==> src/rtl/inst_encoder_if.sv <==
// Request/response bundle for the instruction encoder: request fields in,
// encoded word and error status out.
interface inst_encoder_if #(
    parameter int unsigned Width = 32
);
    logic             in_valid;
    logic             in_ready;
    logic [2:0]       fmt;
    logic [6:0]       opcode;
    logic [4:0]       rd;
    logic [4:0]       rs1;
    logic [4:0]       rs2;
    logic [2:0]       funct3;
    logic [6:0]       funct7;
    logic [Width-1:0] imm;
    logic             out_valid;
    logic             out_ready;
    logic [Width-1:0] inst;
    logic             err;
    logic [7:0]       err_cnt;

    modport master (
        output in_valid, fmt, opcode, rd, rs1, rs2, funct3, funct7, imm, out_ready,
        input  in_ready, out_valid, inst, err, err_cnt
    );

    modport slave (
        input  in_valid, fmt, opcode, rd, rs1, rs2, funct3, funct7, imm, out_ready,
        output in_ready, out_valid, inst, err, err_cnt
    );
endinterface

==> src/rtl/inst_encoder.sv <==
// RV32 instruction encoder: packs format-specific fields into a 32-bit word,
// replaces out-of-range requests with a NOP, and buffers results in a 2-deep FIFO.
module inst_encoder #(
    parameter int unsigned Width = 32
) (
    input logic          clk,
    input logic          rst_n,
    inst_encoder_if.slave bus
);
    localparam int unsigned CntW    = 2;
    localparam int unsigned ErrCntW = 8;
    localparam logic [Width-1:0] Nop = Width'(32'h0000_0013);

    typedef enum logic [2:0] {
        FMT_R = 3'd0,
        FMT_I = 3'd1,
        FMT_S = 3'd2,
        FMT_B = 3'd3,
        FMT_U = 3'd4,
        FMT_J = 3'd5
    } fmt_e;

    typedef struct packed {
        logic             err;
        logic [Width-1:0] inst;
    } entry_t;

    entry_t             ent0_q, ent0_d;
    entry_t             ent1_q, ent1_d;
    logic [CntW-1:0]    count_q, count_d;
    logic [ErrCntW-1:0] err_cnt_q, err_cnt_d;

    logic             in_ready_c;
    logic             push_c;
    logic             pop_c;
    logic [CntW-1:0]  wr_idx_c;
    logic [Width-1:0] enc_inst_c;
    logic             enc_legal_c;
    logic             fits12_c;
    logic             fits13_c;
    logic             fits21_c;
    entry_t           new_ent_c;

    // Sign-extension checks: upper bits must all equal the field's sign bit.
    assign fits12_c = (&bus.imm[31:11]) | ~(|bus.imm[31:11]);
    assign fits13_c = (&bus.imm[31:12]) | ~(|bus.imm[31:12]);
    assign fits21_c = (&bus.imm[31:20]) | ~(|bus.imm[31:20]);

    always_comb begin
        enc_inst_c  = Nop;
        enc_legal_c = 1'b0;
        case (fmt_e'(bus.fmt))
            FMT_R: begin
                enc_inst_c  = {bus.funct7, bus.rs2, bus.rs1, bus.funct3, bus.rd, bus.opcode};
                enc_legal_c = 1'b1;
            end
            FMT_I: begin
                enc_inst_c  = {bus.imm[11:0], bus.rs1, bus.funct3, bus.rd, bus.opcode};
                enc_legal_c = fits12_c;
            end
            FMT_S: begin
                enc_inst_c  = {bus.imm[11:5], bus.rs2, bus.rs1, bus.funct3,
                               bus.imm[4:0], bus.opcode};
                enc_legal_c = fits12_c;
            end
            FMT_B: begin
                enc_inst_c  = {bus.imm[12], bus.imm[10:5], bus.rs2, bus.rs1, bus.funct3,
                               bus.imm[4:1], bus.imm[11], bus.opcode};
                enc_legal_c = fits13_c & ~bus.imm[0];
            end
            FMT_U: begin
                enc_inst_c  = {bus.imm[31:12], bus.rd, bus.opcode};
                enc_legal_c = ~(|bus.imm[11:0]);
            end
            FMT_J: begin
                enc_inst_c  = {bus.imm[20], bus.imm[10:1], bus.imm[11], bus.imm[19:12],
                               bus.rd, bus.opcode};
                enc_legal_c = fits21_c & ~bus.imm[0];
            end
            default: begin
                enc_inst_c  = Nop;
                enc_legal_c = 1'b0;
            end
        endcase
    end

    assign new_ent_c = enc_legal_c ? entry_t'{err: 1'b0, inst: enc_inst_c}
                                   : entry_t'{err: 1'b1, inst: Nop};

    // A full FIFO still accepts when the head leaves in the same cycle.
    assign in_ready_c = (count_q != CntW'(2)) | bus.out_ready;
    assign push_c     = bus.in_valid & in_ready_c;
    assign pop_c      = (count_q != '0) & bus.out_ready;
    assign wr_idx_c   = count_q - CntW'(pop_c);

    // Entry 0 is always the head; a pop shifts entry 1 down.
    always_comb begin
        ent0_d    = ent0_q;
        ent1_d    = ent1_q;
        count_d   = count_q + CntW'(push_c) - CntW'(pop_c);
        err_cnt_d = err_cnt_q;
        if (pop_c) begin
            ent0_d = ent1_q;
        end
        if (push_c) begin
            if (wr_idx_c == '0) begin
                ent0_d = new_ent_c;
            end else begin
                ent1_d = new_ent_c;
            end
            if (!enc_legal_c && (err_cnt_q != '1)) begin
                err_cnt_d = err_cnt_q + ErrCntW'(1);
            end
        end
    end

    always_ff @(posedge clk or negedge rst_n) begin
        if (!rst_n) begin
            ent0_q    <= '0;
            ent1_q    <= '0;
            count_q   <= '0;
            err_cnt_q <= '0;
        end else begin
            ent0_q    <= ent0_d;
            ent1_q    <= ent1_d;
            count_q   <= count_d;
            err_cnt_q <= err_cnt_d;
        end
    end

    assign bus.in_ready  = in_ready_c;
    assign bus.out_valid = (count_q != '0);
    assign bus.inst      = ent0_q.inst;
    assign bus.err       = ent0_q.err;
    assign bus.err_cnt   = err_cnt_q;
endmodule

==> src/flat_wrapper.sv <==
// flat-port wrapper written by rule: the top's interface ports become plain ports
module inst_encoder_flat 
#(
    parameter int unsigned Width = 32
)
  (clk, rst_n, bus_in_valid, bus_fmt, bus_opcode, bus_rd, bus_rs1, bus_rs2, bus_funct3, bus_funct7, bus_imm, bus_out_ready, bus_in_ready, bus_out_valid, bus_inst, bus_err, bus_err_cnt);
  inst_encoder_if #(.Width(Width)) bus_i ();
  input logic clk;
  input logic rst_n;
  input wire logic [$bits(bus_i.in_valid)-1:0] bus_in_valid;
  input wire logic [$bits(bus_i.fmt)-1:0] bus_fmt;
  input wire logic [$bits(bus_i.opcode)-1:0] bus_opcode;
  input wire logic [$bits(bus_i.rd)-1:0] bus_rd;
  input wire logic [$bits(bus_i.rs1)-1:0] bus_rs1;
  input wire logic [$bits(bus_i.rs2)-1:0] bus_rs2;
  input wire logic [$bits(bus_i.funct3)-1:0] bus_funct3;
  input wire logic [$bits(bus_i.funct7)-1:0] bus_funct7;
  input wire logic [$bits(bus_i.imm)-1:0] bus_imm;
  input wire logic [$bits(bus_i.out_ready)-1:0] bus_out_ready;
  output wire logic [$bits(bus_i.in_ready)-1:0] bus_in_ready;
  output wire logic [$bits(bus_i.out_valid)-1:0] bus_out_valid;
  output wire logic [$bits(bus_i.inst)-1:0] bus_inst;
  output wire logic [$bits(bus_i.err)-1:0] bus_err;
  output wire logic [$bits(bus_i.err_cnt)-1:0] bus_err_cnt;
  assign bus_i.in_valid = bus_in_valid;
  assign bus_i.fmt = bus_fmt;
  assign bus_i.opcode = bus_opcode;
  assign bus_i.rd = bus_rd;
  assign bus_i.rs1 = bus_rs1;
  assign bus_i.rs2 = bus_rs2;
  assign bus_i.funct3 = bus_funct3;
  assign bus_i.funct7 = bus_funct7;
  assign bus_i.imm = bus_imm;
  assign bus_i.out_ready = bus_out_ready;
  assign bus_in_ready = bus_i.in_ready;
  assign bus_out_valid = bus_i.out_valid;
  assign bus_inst = bus_i.inst;
  assign bus_err = bus_i.err;
  assign bus_err_cnt = bus_i.err_cnt;
  inst_encoder #(.Width(Width)) u_core (.clk(clk), .rst_n(rst_n), .bus(bus_i));
endmodule
==> config.mk <==
export PLATFORM = sky130hd
export DESIGN_NAME = inst_encoder_flat
export DESIGN_NICKNAME = d
export VERILOG_FILES = /design/src/rtl/inst_encoder_if.sv /design/src/rtl/inst_encoder.sv /design/src/flat_wrapper.sv
export SDC_FILE = /design/constraint.sdc
export NUM_CORES = 1
export LEC_CHECK = 0
export CAP_MARGIN = 20
export CORE_UTILIZATION = 44
export CTS_BUF_LIST = sky130_fd_sc_hd__clkbuf_4 sky130_fd_sc_hd__clkbuf_8 sky130_fd_sc_hd__clkbuf_16
export DETAILED_ROUTE_END_ITERATION = 16
export GPL_ROUTABILITY_DRIVEN = 0
export PLACE_DENSITY = 0.77
export SYNTH_ARGS = -nofsm -noshare
export SYNTH_HDL_FRONTEND = slang
export SYNTH_SLANG_ARGS = --single-unit
export TNS_END_PERCENT = 50
==> constraint.sdc <==
create_clock -name clk -period 2.5 [get_ports clk]
set_input_delay 0.5 -clock clk [delete_from_list [all_inputs] [get_ports clk]]
set_output_delay 0.5 -clock clk [all_outputs]
set_load 0.01 [all_outputs]
==> summary by stage, run 1 <==
Worst setup path
Walking the worst path, the cells encountered are clkdlybuf4s50_1 > nor4_2 > nand3_1 > or3_4 > a211oi_4 > buf_4 > buf_4 > o21ai_0 > o21ai_0. The setup path with the least slack is of type in -> reg. The peak per-stage delay on the critical path is 480 ps. The largest individual stage delay along the critical path comes from the cell clkdlybuf4s50_1.

STA puts the critical path data required time at 2770 ps. The path depth of the worst reg2reg path is 10. The worst setup path is captured at a flop. The data arrival at the endpoint of the critical path is 2700 ps. The critical path contains buffers and inverters numbering 3 combined. The reg-to-reg setup timing slack is 200 ps.

On the critical path the largest part of the delay comes from simple AND/OR/NAND/NOR gates. STA classifies the critical path startpoint as an input port. In this run the number of cells on the critical path is 9. The top fanout value on the critical path is 9.

Global routing
The number of global-route vias before repair came to 4062. The number of antenna violations at the first check in global routing is 0. The first-pass GRT wire length is 19900 µm.

For this run, the total global-route usage over all layers was measured as 25.9%. The total congestion overflow is 0. Entering global routing, the biggest net connects 77 pins.

STA
The worst clock skew is 7.75 ps. The final clock period utilization by the worst path is 97.1%. The worst setup margin is 72.9 ps. The worst relative slew slack is 65.4%.

The pin slew with the least headroom to its limit is 518 ps. The final count of pins violating max slew is 0. Setup violations remaining at the end of the flow were counted as 0. The final critical path time including I/O delays and setup is 2430 ps. The maximum frequency from static timing analysis is 412 MHz.

The number of failing hold endpoints at the final stage was 0.

Pwr
The combinational fraction of design power is 42.7%. For this design the static power due to leakage is 0.00261 µW. For this design the ratio of total power to cell area is 812 nW/µm².

The clock network power share is 21.8%. In this run, flip-flops and latches consume 35.6% of the power. The switching part of the total power is 36.3%. Summed over all nets, the switching power comes to 1790 µW. The worst-case IR drop observed on VDD is 0.526 mV. The internal portion of total power is 3140 µW.

Placed design
The HPWL after detailed placement is 8670 µm. In this run, placement finished with an instance count of 730. The number of port buffers is 113. The minimum setup slack after placement is -432 ps.

Yosys
For this run, the number of Yosys warnings is 0. The share of flip-flops with an asynchronous set or reset is 100%. The number of nets in the synthesized netlist is 558. The post-synthesis register bit count is 76. The synthesized netlist contains 44 unique library cells.

A synthesized cell averages 8.53 µm². The number of enable flip-flop cells after synthesis is 0. The part of the Yosys area used for sequential elements is 46.1%. The flip-flop cell with the highest count after synthesis is dfrtp_1. In the synthesized netlist, the number of instances is 484. Summing every instance area after synthesis gives 4130 µm².

Clock network
The number of buffers inserted during clock tree synthesis is 9. The H-tree was split into 3 levels. The clock-pin slew of the registers on the worst-case setup and hold paths is 90 ps.

TritonCTS built the clock tree. The number of hold buffers added after CTS was 0. The worst-case clock buffer depth is 2. Clock tree synthesis selected as its root buffer the cell clkbuf_8.

The count of clock tree sinks is 76. Clock latency on the worst-skew pair, taken at its later pin, is 360 ps.

Route
The residual antenna-violating net count after detailed routing is 0. The routed metal-1 wire length is 5500 µm. The first detailed-routing pass took 5 iterations.

The highest metal layer carrying signal wires in the routed design is met4. The routed design uses 5940 µm of met2 wire. The iteration-0 DRC count of the detailed router is 301. In the routed layout, each cell is associated on average with a via count of 5.52. The routed length on met3 is 633 µm. After detailed routing, the number of remaining DRC violations is 0. The wire length after detailed routing is 12400 µm. The routed layout has 4163 vias.

In the final routed layout, each cell accounts on average for 16.4 µm.

Die
In this run the horizontal extent of the chip is 98.9 µm. The total area inside the core boundary comes to 8890 µm². The floorplan step set the die height to 98.9 µm. Row generation in the floorplan step produced 34 rows. The floorplan step defined a die boundary enclosing 9770 µm². The I/O pin count is 114.

Once the floorplan was initialized, standard cells occupied 46.4% of the core.

Layout
The diode insertion count for antenna repair is 0. Of the cells placed in the final design, the portion with a size suffix greater than 1 is 17.0%. Once layout is complete, the cells apart from fillers number 754. In the final design database the tool counted 715 nets.

The area growth from synthesis to layout is 47.2%.

Job
The tool flagged a number of max-cap violations equal to 0.

Hold path
The path category of the worst min-delay check is in -> async.

Status
The run finished with clean final reports.
[cell usage in the layout, fill, tap and decap left out, types with 4 or more instances in the layout]
cell type / instances
buf_12: 4
a22o_1: 6
o31a_1: 6
and3_1: 5
a22oi_1: 16
nand4_1: 5
o21ai_1: 12
o21ai_0: 73
clkdlybuf4s50_1: 112
clkbuf_8: 9
buf_4: 60
a21oi_1: 4
o22ai_2: 6
nor4_1: 4
mux2_2: 11
o22ai_1: 6
nand2_1: 134
xnor2_1: 10
mux2i_1: 12
dfrtp_1: 76
nand3_1: 13
nor2_1: 18
[kinds of logic (layout without fill, tap and decap cells)]
| group | count (synthesis) | after routing | share of synthesized area (%) |
|---|---|---|---|
| AOI/OAI and AO/OA | 139 | 139 | 20.9 |
| xor gates and xnor gates | 11 | 11 | 2.33 |
| adders and majority gates | 3 | 3 | 0.909 |
| buffers and inverters | 38 | 200 | 3.97 |
| DFF | 76 | 76 | 46.1 |
| muxes | 23 | 23 | 5.91 |
| and+or+nand+nor | 194 | 194 | 19.9 |
[cell usage after synthesis, drive strengths merged, types with 8 or more instances]
library cell	n	share of area (%)
nand2	134	12
o21ai	85	10
dfrtp	76	46
clkbuf	24	2.2
nor2	19	1.8
a22oi	16	2.9
nand3	13	1.6
mux2i	12	2.9
o22ai	12	2.7
mux2	11	3.0
xnor2	10	2.1
buf	8	1.2
nor4	8	1.2
[stage by stage]
step	cell area, µm²	hold WS, ps	util [%]	total power, µW	TNS (ps)
4_1_cts	5970	163	67.1	4920	-2.13
3_3_place_gp	5730	461	64.4	3770	-14970
3_5_place_dp	5730	470	64.4	3840	-22290
2_1_floorplan	4130	204	-	2790	0
6_report	6070	145	68.3	4930	0
5_1_grt	6070	189	68.3	5230	-75.5
[repair_timing]
action,4_1_cts,5_1_grt
setup endpoints to repair,2,28
gates resized for setup,3,19
buffers inserted,0,6
cloned,0,2
pin swaps,0,3
[flip-flops by register name, indices dropped and copies added (netlist names)]
register            count
u_core.count_q          2
u_core.bus.err          1
u_core.bus.inst        32
u_core.ent1_q          33
u_core.bus.err_cnt      8
[layout make-up]
type | instances | area, µm²
timing repair buffer | 178 | 1670
inverter | 6 | 22.5
fill | 660 | 2820
clock inverter | 7 | 100
multi-input combinational | 370 | 2120
tap | 108 | 135
sequential | 76 | 1900
clock buffer | 9 | 124
[layer usage]
layer  up-vias  global-route usage [%]
met5         -                       0
met4         0                    10.1
met3        27                    4.40
met2       160                    41.6
met1      1971                    35.0
li1       2005                       -
[power groups by stage]
| stage | sequential [µW] | combinational [µW] | clock, µW |
|---|---|---|---|
| 2_1_floorplan | 1830 | 967 | 0 |
| 3_3_place_gp | 1760 | 2010 | 0 |
| 3_5_place_dp | 1770 | 2060 | 0 |
| 4_1_cts | 1750 | 2080 | 1090 |
| 5_1_grt | 1790 | 2300 | 1140 |
| 6_report | 1750 | 2100 | 1070 |
[final timing paths]
kind,startpoint,end
max in group asynchronous,rst_n,u_core.ent1_q[12]
worst min-delay path,rst_n,u_core.ent1_q[0]
worst max-delay path,bus_imm[31],u_core.bus.inst[24]
worst max register to register,u_core.count_q[0],u_core.bus.inst[25]
worst min register to register,u_core.ent1_q[10],u_core.ent1_q[10]
min in group clk,u_core.ent1_q[10],u_core.ent1_q[10]
No activity file was read; power rests on OpenSTA's default activity.
==> run 2: changes to the inputs <==
--- a/config.mk
+++ b/config.mk
@@ -8,8 +8,9 @@
 export CAP_MARGIN = 20
 export CORE_UTILIZATION = 44
 export CTS_BUF_LIST = sky130_fd_sc_hd__clkbuf_4 sky130_fd_sc_hd__clkbuf_8 sky130_fd_sc_hd__clkbuf_16
+export CTS_CLUSTER_DIAMETER = 40
+export CTS_CLUSTER_SIZE = 14
 export DETAILED_ROUTE_END_ITERATION = 16
-export GPL_ROUTABILITY_DRIVEN = 0
 export PLACE_DENSITY = 0.77
 export SYNTH_ARGS = -nofsm -noshare
 export SYNTH_HDL_FRONTEND = slang
==> summary by stage, run 2 (synthesis results as in run 1) <==
Route
The residual antenna-violating net count after detailed routing is 0. For this run, the detailed router's first-pass iteration total came to 7. In the final routed layout, each cell accounts on average for 16.7 µm. The final layout contains routed wiring with a total length of 12500 µm. The total via count after detailed routing is 4197.

The vias per cell is 5.60. For this run, design rule violations remaining after detail routing come to 0. The iteration-0 DRC count of the detailed router is 252.

STA
Setup violations remaining at the end of the flow were counted as 0. Across all setup checks in the final design, the least slack found is 2.64 ps. For the pin with the worst max-slew slack, the measured transition is 519 ps. The worst path uses 99.9% of the clock period. The worst relative slew slack is 65.3%. The final critical path time including I/O delays and setup is 2500 ps. Adding up every negative setup slack in the final design gives 0 ps. Between clock sinks in the finished design, the worst skew comes to 7.62 ps.

The final count of pins violating max slew is 0. The number of failing hold endpoints at the final stage is 0. Derived from the worst setup path, the maximum achievable clock frequency is 400 MHz.

Pwr
The total power divided by cell area is 811 nW/µm². The clock network power share is 21.1%. The leakage power is 0.00262 µW.

Cell internal power was estimated by the tool at 3140 µW. The share of total power in sequential cells is 35.7%. The switching part of the total power is 36.0%. The combinational fraction of design power is 43.2%. The net switching power is 1770 µW. The maximum ir drop on the vdd rail is 0.550 mV. The power after layout is 4910 µW.

Worst setup path
The family with the most delay on the worst path is simple AND/OR/NAND/NOR gates. The worst register-to-register path ends at u_core.bus.inst[27]. The last element of the critical path is u_core.bus.inst[22]. The reg-to-reg startpoint is u_core.count_q[0]. For this run, the slowest stage of the critical path takes 480 ps. Traced cell by cell, the critical path runs through clkdlybuf4s50_1 > nor4_4 > nand2_1 > or3_4 > a211oi_4 > buf_4 > buf_6 > o21ai_0 > o21ai_1. The slowest library cell on the worst path is clkdlybuf4s50_1. The number of buffers and inverters on the critical path is 3.

The type of element launching the critical path is an input port. In this run the worst path has a maximum fanout of 9. The data required time at the worst endpoint is 2770 ps. The worst setup path is captured at a flop.

For the worst setup path, the data arrival time is 2760 ps. The critical path crosses 9 cells after its start point. The critical path is of the in -> reg type. The path depth of the worst reg2reg path is 10. The reg-to-reg setup timing slack is 280 ps. The critical path launch point is bus_imm[19].

Layout
The number of fillers in the final layout is 692. The repair_antennas step left the layout with diodes totalling 0. The most frequent standard cell in the layout excluding fill and tap cells is nand2_1. After routing the design area is 6060 µm². The number of nets at the end of the flow is 711. The area growth from synthesis to layout is 46.9%. In the layout the commonest cells are nand2_1 (134), clkdlybuf4s50_1 (110), dfrtp_1 (76). The filler-free cell count of the finished design is 750. The register with the most flip-flops in the layout has 33 of them. More flip-flops sit in one register than any other, and that register is u_core.ent1_q. The share of post-route cells with drive strength above 1 is 16.8%.

Global routing
The number of global-route vias before repair is 4251. The maximum number of pins on one net before global-route repair is 77. The first-pass GRT wire length is 20300 µm. The overall track demand over capacity in global routing is 26.6%. The total congestion overflow is 0. The number of antenna violations at the first check in global routing was 0.

Clock network
The clock drives 76 sinks. Clock latency on the worst-skew pair, taken at its later pin, is 350 ps. The worst-case clock buffer depth is 2. The clock tree from TritonCTS is yes. In this run, CTS created clock tree buffers numbering 9. The H-tree was split into 3 levels. The root buffer cell is clkbuf_8.

The clock-pin slew of the registers on the worst-case setup and hold paths is 80 ps. The number of hold-repair buffers added at the cts stage is 0.

Die
The vertical die dimension is 98.9 µm. The total number of placement rows is 34. The area of the die is 9770 µm². The die extent in x is 98.9 µm. The I/O pin count is 114. The starting utilization of the core area is 46.4%. The placeable core area is 8890 µm².

Job
The number of max-capacitance violations reported is 0.

Status
The run finished with clean final reports.

Placed design
The HPWL after detailed placement is 8900 µm. The number of port buffers is 113. Routability-driven placement finished with a final weighted congestion of 0.970. Timing analysis after detailed placement gives a worst setup slack of -432 ps.

The number of cells in the design after placement is 730. The standard cell area after detailed placement is 5730 µm².

Hold path
The path class of the tightest hold or removal check is in -> async.
-- run 2: worst register-to-register path, cell delays in order, from the launching register on --
cell and delay [ps]:
dfrtp_1 400, or2_2 310, nand2_1 100, inv_2 40, ha_1 200, xnor2_2 230
nand2_1 140, nor2_1 190, buf_12 200, o21ai_0 160, o22ai_2 170
-- run 2: worst min-delay path by stage --
| stage | from | to | slack (ps) | cells past startpoint |
|---|---|---|---|---|
| 2_1_floorplan | rst_n | u_core.bus.err | 200 | 0 |
| 3_3_place_gp | u_core.ent1_q[7] | u_core.ent1_q[7] | 460 | 2 |
| 3_5_place_dp | u_core.ent1_q[7] | u_core.ent1_q[7] | 470 | 2 |
| 4_1_cts | rst_n | u_core.bus.inst[0] | 170 | 2 |
| 5_1_grt | rst_n | u_core.bus.inst[0] | 170 | 2 |
| 6_report | rst_n | u_core.bus.inst[0] | 160 | 2 |
-- run 2: power by group through the flow --
| stage | registers (µW) | clock network [µW] | logic (µW) |
|---|---|---|---|
| final | 1750 | 1040 | 2120 |
| after global routing | 1790 | 1100 | 2310 |
| after CTS | 1750 | 1040 | 2090 |
| after detailed placement | 1770 | 0 | 2070 |
| after global placement | 1760 | 0 | 2010 |
| after floorplan | 1830 | 0 | 967 |
-- run 2: cell type report --
cell class	count	area, µm²	area share (%)
multi-input combinational	370	2140	35.3
sequential	76	1900	31.4
timing repair buffer	174	1650	27.2
tap	108	135	2.23
clock buffer	9	124	2.04
clock inverter	7	91.3	1.51
inverter	6	22.5	0.372
-- run 2: stage by stage --
stage          hold WS (ps)  utilization, %
2_1_floorplan           204               -
3_3_place_gp            461            64.4
3_5_place_dp            470            64.4
4_1_cts                 167            67.4
5_1_grt                 169            68.2
6_report                157            68.2
-- run 2: metal layers --
layer,wire length (µm),track usage (%),vias to the layer above
li1,-,-,2004
met1,5450,34.6,1985
met2,6150,43.8,181
met3,638,5.04,27
met4,292,10.3,0
met5,0,0,-
-- run 2: timing repair --
| item | CTS | global route |
|---|---|---|
| setup buffers | 0 | 3 |
| cloned | 1 | 0 |
| endpoints found under the setup margin | 11 | 45 |
| pin swaps | 0 | 4 |
| gates resized for setup | 8 | 23 |
==> run 3: changes to the inputs <==
--- a/config.mk
+++ b/config.mk
@@ -5,6 +5,7 @@
 export SDC_FILE = /design/constraint.sdc
 export NUM_CORES = 1
 export LEC_CHECK = 0
+export ABC_AREA = 1
 export CAP_MARGIN = 20
 export CORE_UTILIZATION = 44
 export CTS_BUF_LIST = sky130_fd_sc_hd__clkbuf_4 sky130_fd_sc_hd__clkbuf_8 sky130_fd_sc_hd__clkbuf_16
==> summary by stage, run 3 <==
Worst setup path
The critical path crosses 4 cells after its start point. Measured in cells, the most critical reg-to-reg path has a length of 12. The type of element launching the critical path is an input port. The critical path goes through clkdlybuf4s50_1 > nor2_1 > nand2_1 > clkdlybuf4s50_1. The type of the worst setup path is in -> out.

The most frequent cell on the critical path is clkdlybuf4s50_1. Of all nets on the critical path, the largest fanout is 2. The peak per-stage delay on the critical path is 530 ps.

In this design, the largest share of critical-path delay is due to buffers and inverters. Data on the critical path is required at its endpoint by 2000 ps. STA classifies the critical path endpoint as an output port. The critical path contains buffers and inverters numbering 2 combined. The setup check on the worst reg-to-reg path leaves a slack of 490 ps. Data arrives at the worst endpoint at 1620 ps. For this design, the slowest cell found on the critical path is clkdlybuf4s50_1.

STA
In the final timing run, aggregate negative setup slack is 0 ps. Setup violations remaining at the end of the flow were counted as 0. The final count of pins violating max slew is 0.

Timing would allow up to 471 MHz. The final critical path takes up 84.9% of the cycle. The number of failing hold endpoints at the final stage is 0. Setup repair after global routing left no endpoint under its margin.

The worst clock skew is 6.05 ps. The worst relative slew slack is 37.7%. The final critical path time including I/O delays and setup is 2120 ps. The pin slew with the least headroom to its limit is 934 ps.

Yosys
The post-synthesis area per instance is 6.97 µm². The number of different library cells used by synthesis comes to 31. The synthesized netlist occupies a cell area of 4250 µm².

The number of synthesis warnings is 0. The largest family of logic cells by synthesized area is simple AND/OR/NAND/NOR gates. The synthesized design spends more area on one cell type than any other, namely dfrtp_1. The portion of synthesized area spent on multiplexers is 0%. After synthesis, flip-flops and latches occupy 44.7% of the total area. Of the total synthesized cell area, the portion taken by full adders, half adders and majority gates is 0.882%. The number of nets in the synthesized netlist is 684. The xor and xnor area share after synthesis is 1.65%.

Among all cell types in the netlist, the one instantiated most often is nand2_1. The flip-flop cell with the highest count after synthesis is dfrtp_1. Ranked by instance count, the synthesized netlist is headed by nand2_1 (288), dfrtp_1 (76), nor2_1 (49). In the post-synthesis netlist, the biggest area contributors are dfrtp_1 (45%), nand2_1 (25%), nor2_1 (4.3%), o21ai_1 (3.8%), inv_1 (3.4%).

The share of synthesized area in the top cell type comes to 44.7%. The synthesized netlist devotes 10.2% of its cell area to compound gates. The number of enable flip-flop cells after synthesis is 0. For this run, asynchronously set or reset flops after synthesis account for 100%.

In this run, synthesis produced a sequential element count of 76. The share of synthesized cell area in and, or, nand and nor gates is 36.0%. The cell count after synthesis is 610.

Layout
The register with the most flip-flops in the layout has 33 of them. Leaving out fill and tap cells, the most frequent cell in the layout is nand2_1. From synthesis to final layout, the design area changed by 37.0%.

The diode insertion count for antenna repair is 0. Leaving out fill and tap cells, the most frequent cells in the layout are nand2_1 (287), clkdlybuf4s50_1 (112), dfrtp_1 (76). The filler-free cell count of the finished design is 864. The largest register by flop count is u_core.ent1_q. In the final layout, the share of cells above drive strength 1 is 6.94%.

The number of nets at the end of the flow is 805.

Pwr
Summed over all cells, the static leakage comes to 0.00282 µW. In this run the power density over the cells is 854 nW/µm². The maximum ir drop on the vdd rail is 0.376 mV.

Clock network
The count of clock tree sinks is 76. For this design, the CTS-stage hold fixing added 0 buffers. Once the clock tree was built, the setup fixing pass inserted 0 buffers. Post-CTS repair changed the size of 0 cells. Buffers inserted during clock tree synthesis total 9.

In this run the deepest clock path goes through 2 buffers. The H-tree was split into 3 levels. For the worst-skew pair, the clock arrives at the later sink with an insertion delay of 340 ps. TritonCTS built the clock tree.

CTS placed an instance of clkbuf_8 at the clock tree root. Clock-pin slew was measured on the worst setup and hold paths at 70 ps.

Global routing
The total congestion overflow is 0. The overall track demand over capacity in global routing is 25.5%. The first-pass GRT wire length is 19900 µm. The number of antenna violations at the first check in global routing came to 0. Entering global routing, the biggest net connects 77 pins. The number of global-route vias before repair is 4198.

Die
The floorplan step defined a die boundary enclosing 10100 µm². For this configuration, the core starts out at a cell density of 45.8%. The floorplan step set the die height to 100 µm. The I/O pin count is 114.

The region available for standard cell placement spans 9280 µm². In this run the horizontal extent of the chip is 100 µm. Row generation in the floorplan step produced 35 rows.

Route
The wire length after detailed routing is 12000 µm. The first TritonRoute pass finished after 5 iterations. Dividing the detail-routed wire length by the instance count gives 13.9 µm. The vias per cell is 5.04. The iteration-0 DRC count of the detailed router is 342. The total via count after detailed routing is 4356.

The count of nets left with antenna violations once routing finished came out at 0. The final routed DRC violation total is 0.

Hold path
In this run the worst hold path is classified as in -> async.

Placed design
Routability-driven placement finished with a final weighted congestion of 0.999. Buffers placed on the I/O ports in this run total 113. Once detailed placement completed, the half-perimeter wirelength came to 8960 µm. In this run, placement finished with an instance count of 849.

Job
The number of max-capacitance violations reported is 0.

Status
The run finished with clean final reports.
run 3: changes by cell type in the layout (fill, tap and decap cells not counted), sizes merged, moves of 7 or more:
cell / change
nand2: +158
nand3: +10
nor4: -8
o22ai: -11
mux2i: -12
a22oi: -16
a21oi: +17
nor2: +32
inv: +35
buf: -40
o21ai: -37
mux2: -11
xnor2: -7
run 3: path summary, 6_finish.rpt:
kind                                   start                    end
setup / recovery               bus_out_ready           bus_in_ready
hold / removal                         rst_n     u_core.bus.inst[1]
setup reg to reg           u_core.count_q[1]    u_core.bus.inst[23]
hold reg to reg            u_core.ent1_q[32]      u_core.ent1_q[32]
max in group asynchronous              rst_n  u_core.bus.err_cnt[1]
min in group clk           u_core.ent1_q[32]      u_core.ent1_q[32]
run 3: stage by stage:
stage	utilization, %	power [µW]	setup WS, ps	instance area [µm²]	hold slack, ps
2_1_floorplan	-	2980	86.0	4250	204
3_3_place_gp	60.5	3950	105	5620	465
3_5_place_dp	60.5	4030	46.7	5620	472
4_1_cts	62.8	5010	376	5830	330
5_1_grt	62.8	5340	159	5830	363
6_report	62.8	4980	377	5830	290
run 3: layout make-up:
| cell class | count | area [µm²] |
|---|---|---|
| fill | 849 | 3450 |
| multi-input combinational | 469 | 2080 |
| sequential | 76 | 1900 |
| timing repair buffer | 134 | 1320 |
| clock buffer | 14 | 180 |
| tap | 129 | 161 |
| inverter | 41 | 154 |
| clock inverter | 1 | 30.0 |
run 3: cells by family after synthesis:
logic type      after synthesis
simple gates                378
compound gates               80
flops                        76
buf+inv                      65
xor+xnor                      8
fa+ha+maj                     3
run 3: per-layer routing:
layer,vias to the layer above,track usage (%),routed length [µm]
met2,181,43.3,5800
met1,1995,32.9,5170
li1,2163,-,-
met3,17,4.18,759
met5,-,0,0
met4,0,9.25,248
run 3: worst reg2reg max path, delay by kind of cell, from the launching register on:
family	cells	cell delay [ps]
DFF	1	390
adders and majority gates	1	190
xor gates and xnor gates	1	210
and+or+nand+nor	5	580
AOI/OAI and AO/OA	1	70
buffers and inverters	4	450
run 3: report_power, final:
part | internal [µW] | total (µW) | switching (µW)
Clock | 561 | 974 | 413
Combinational | 1010 | 2190 | 1180
Sequential | 1590 | 1820 | 232
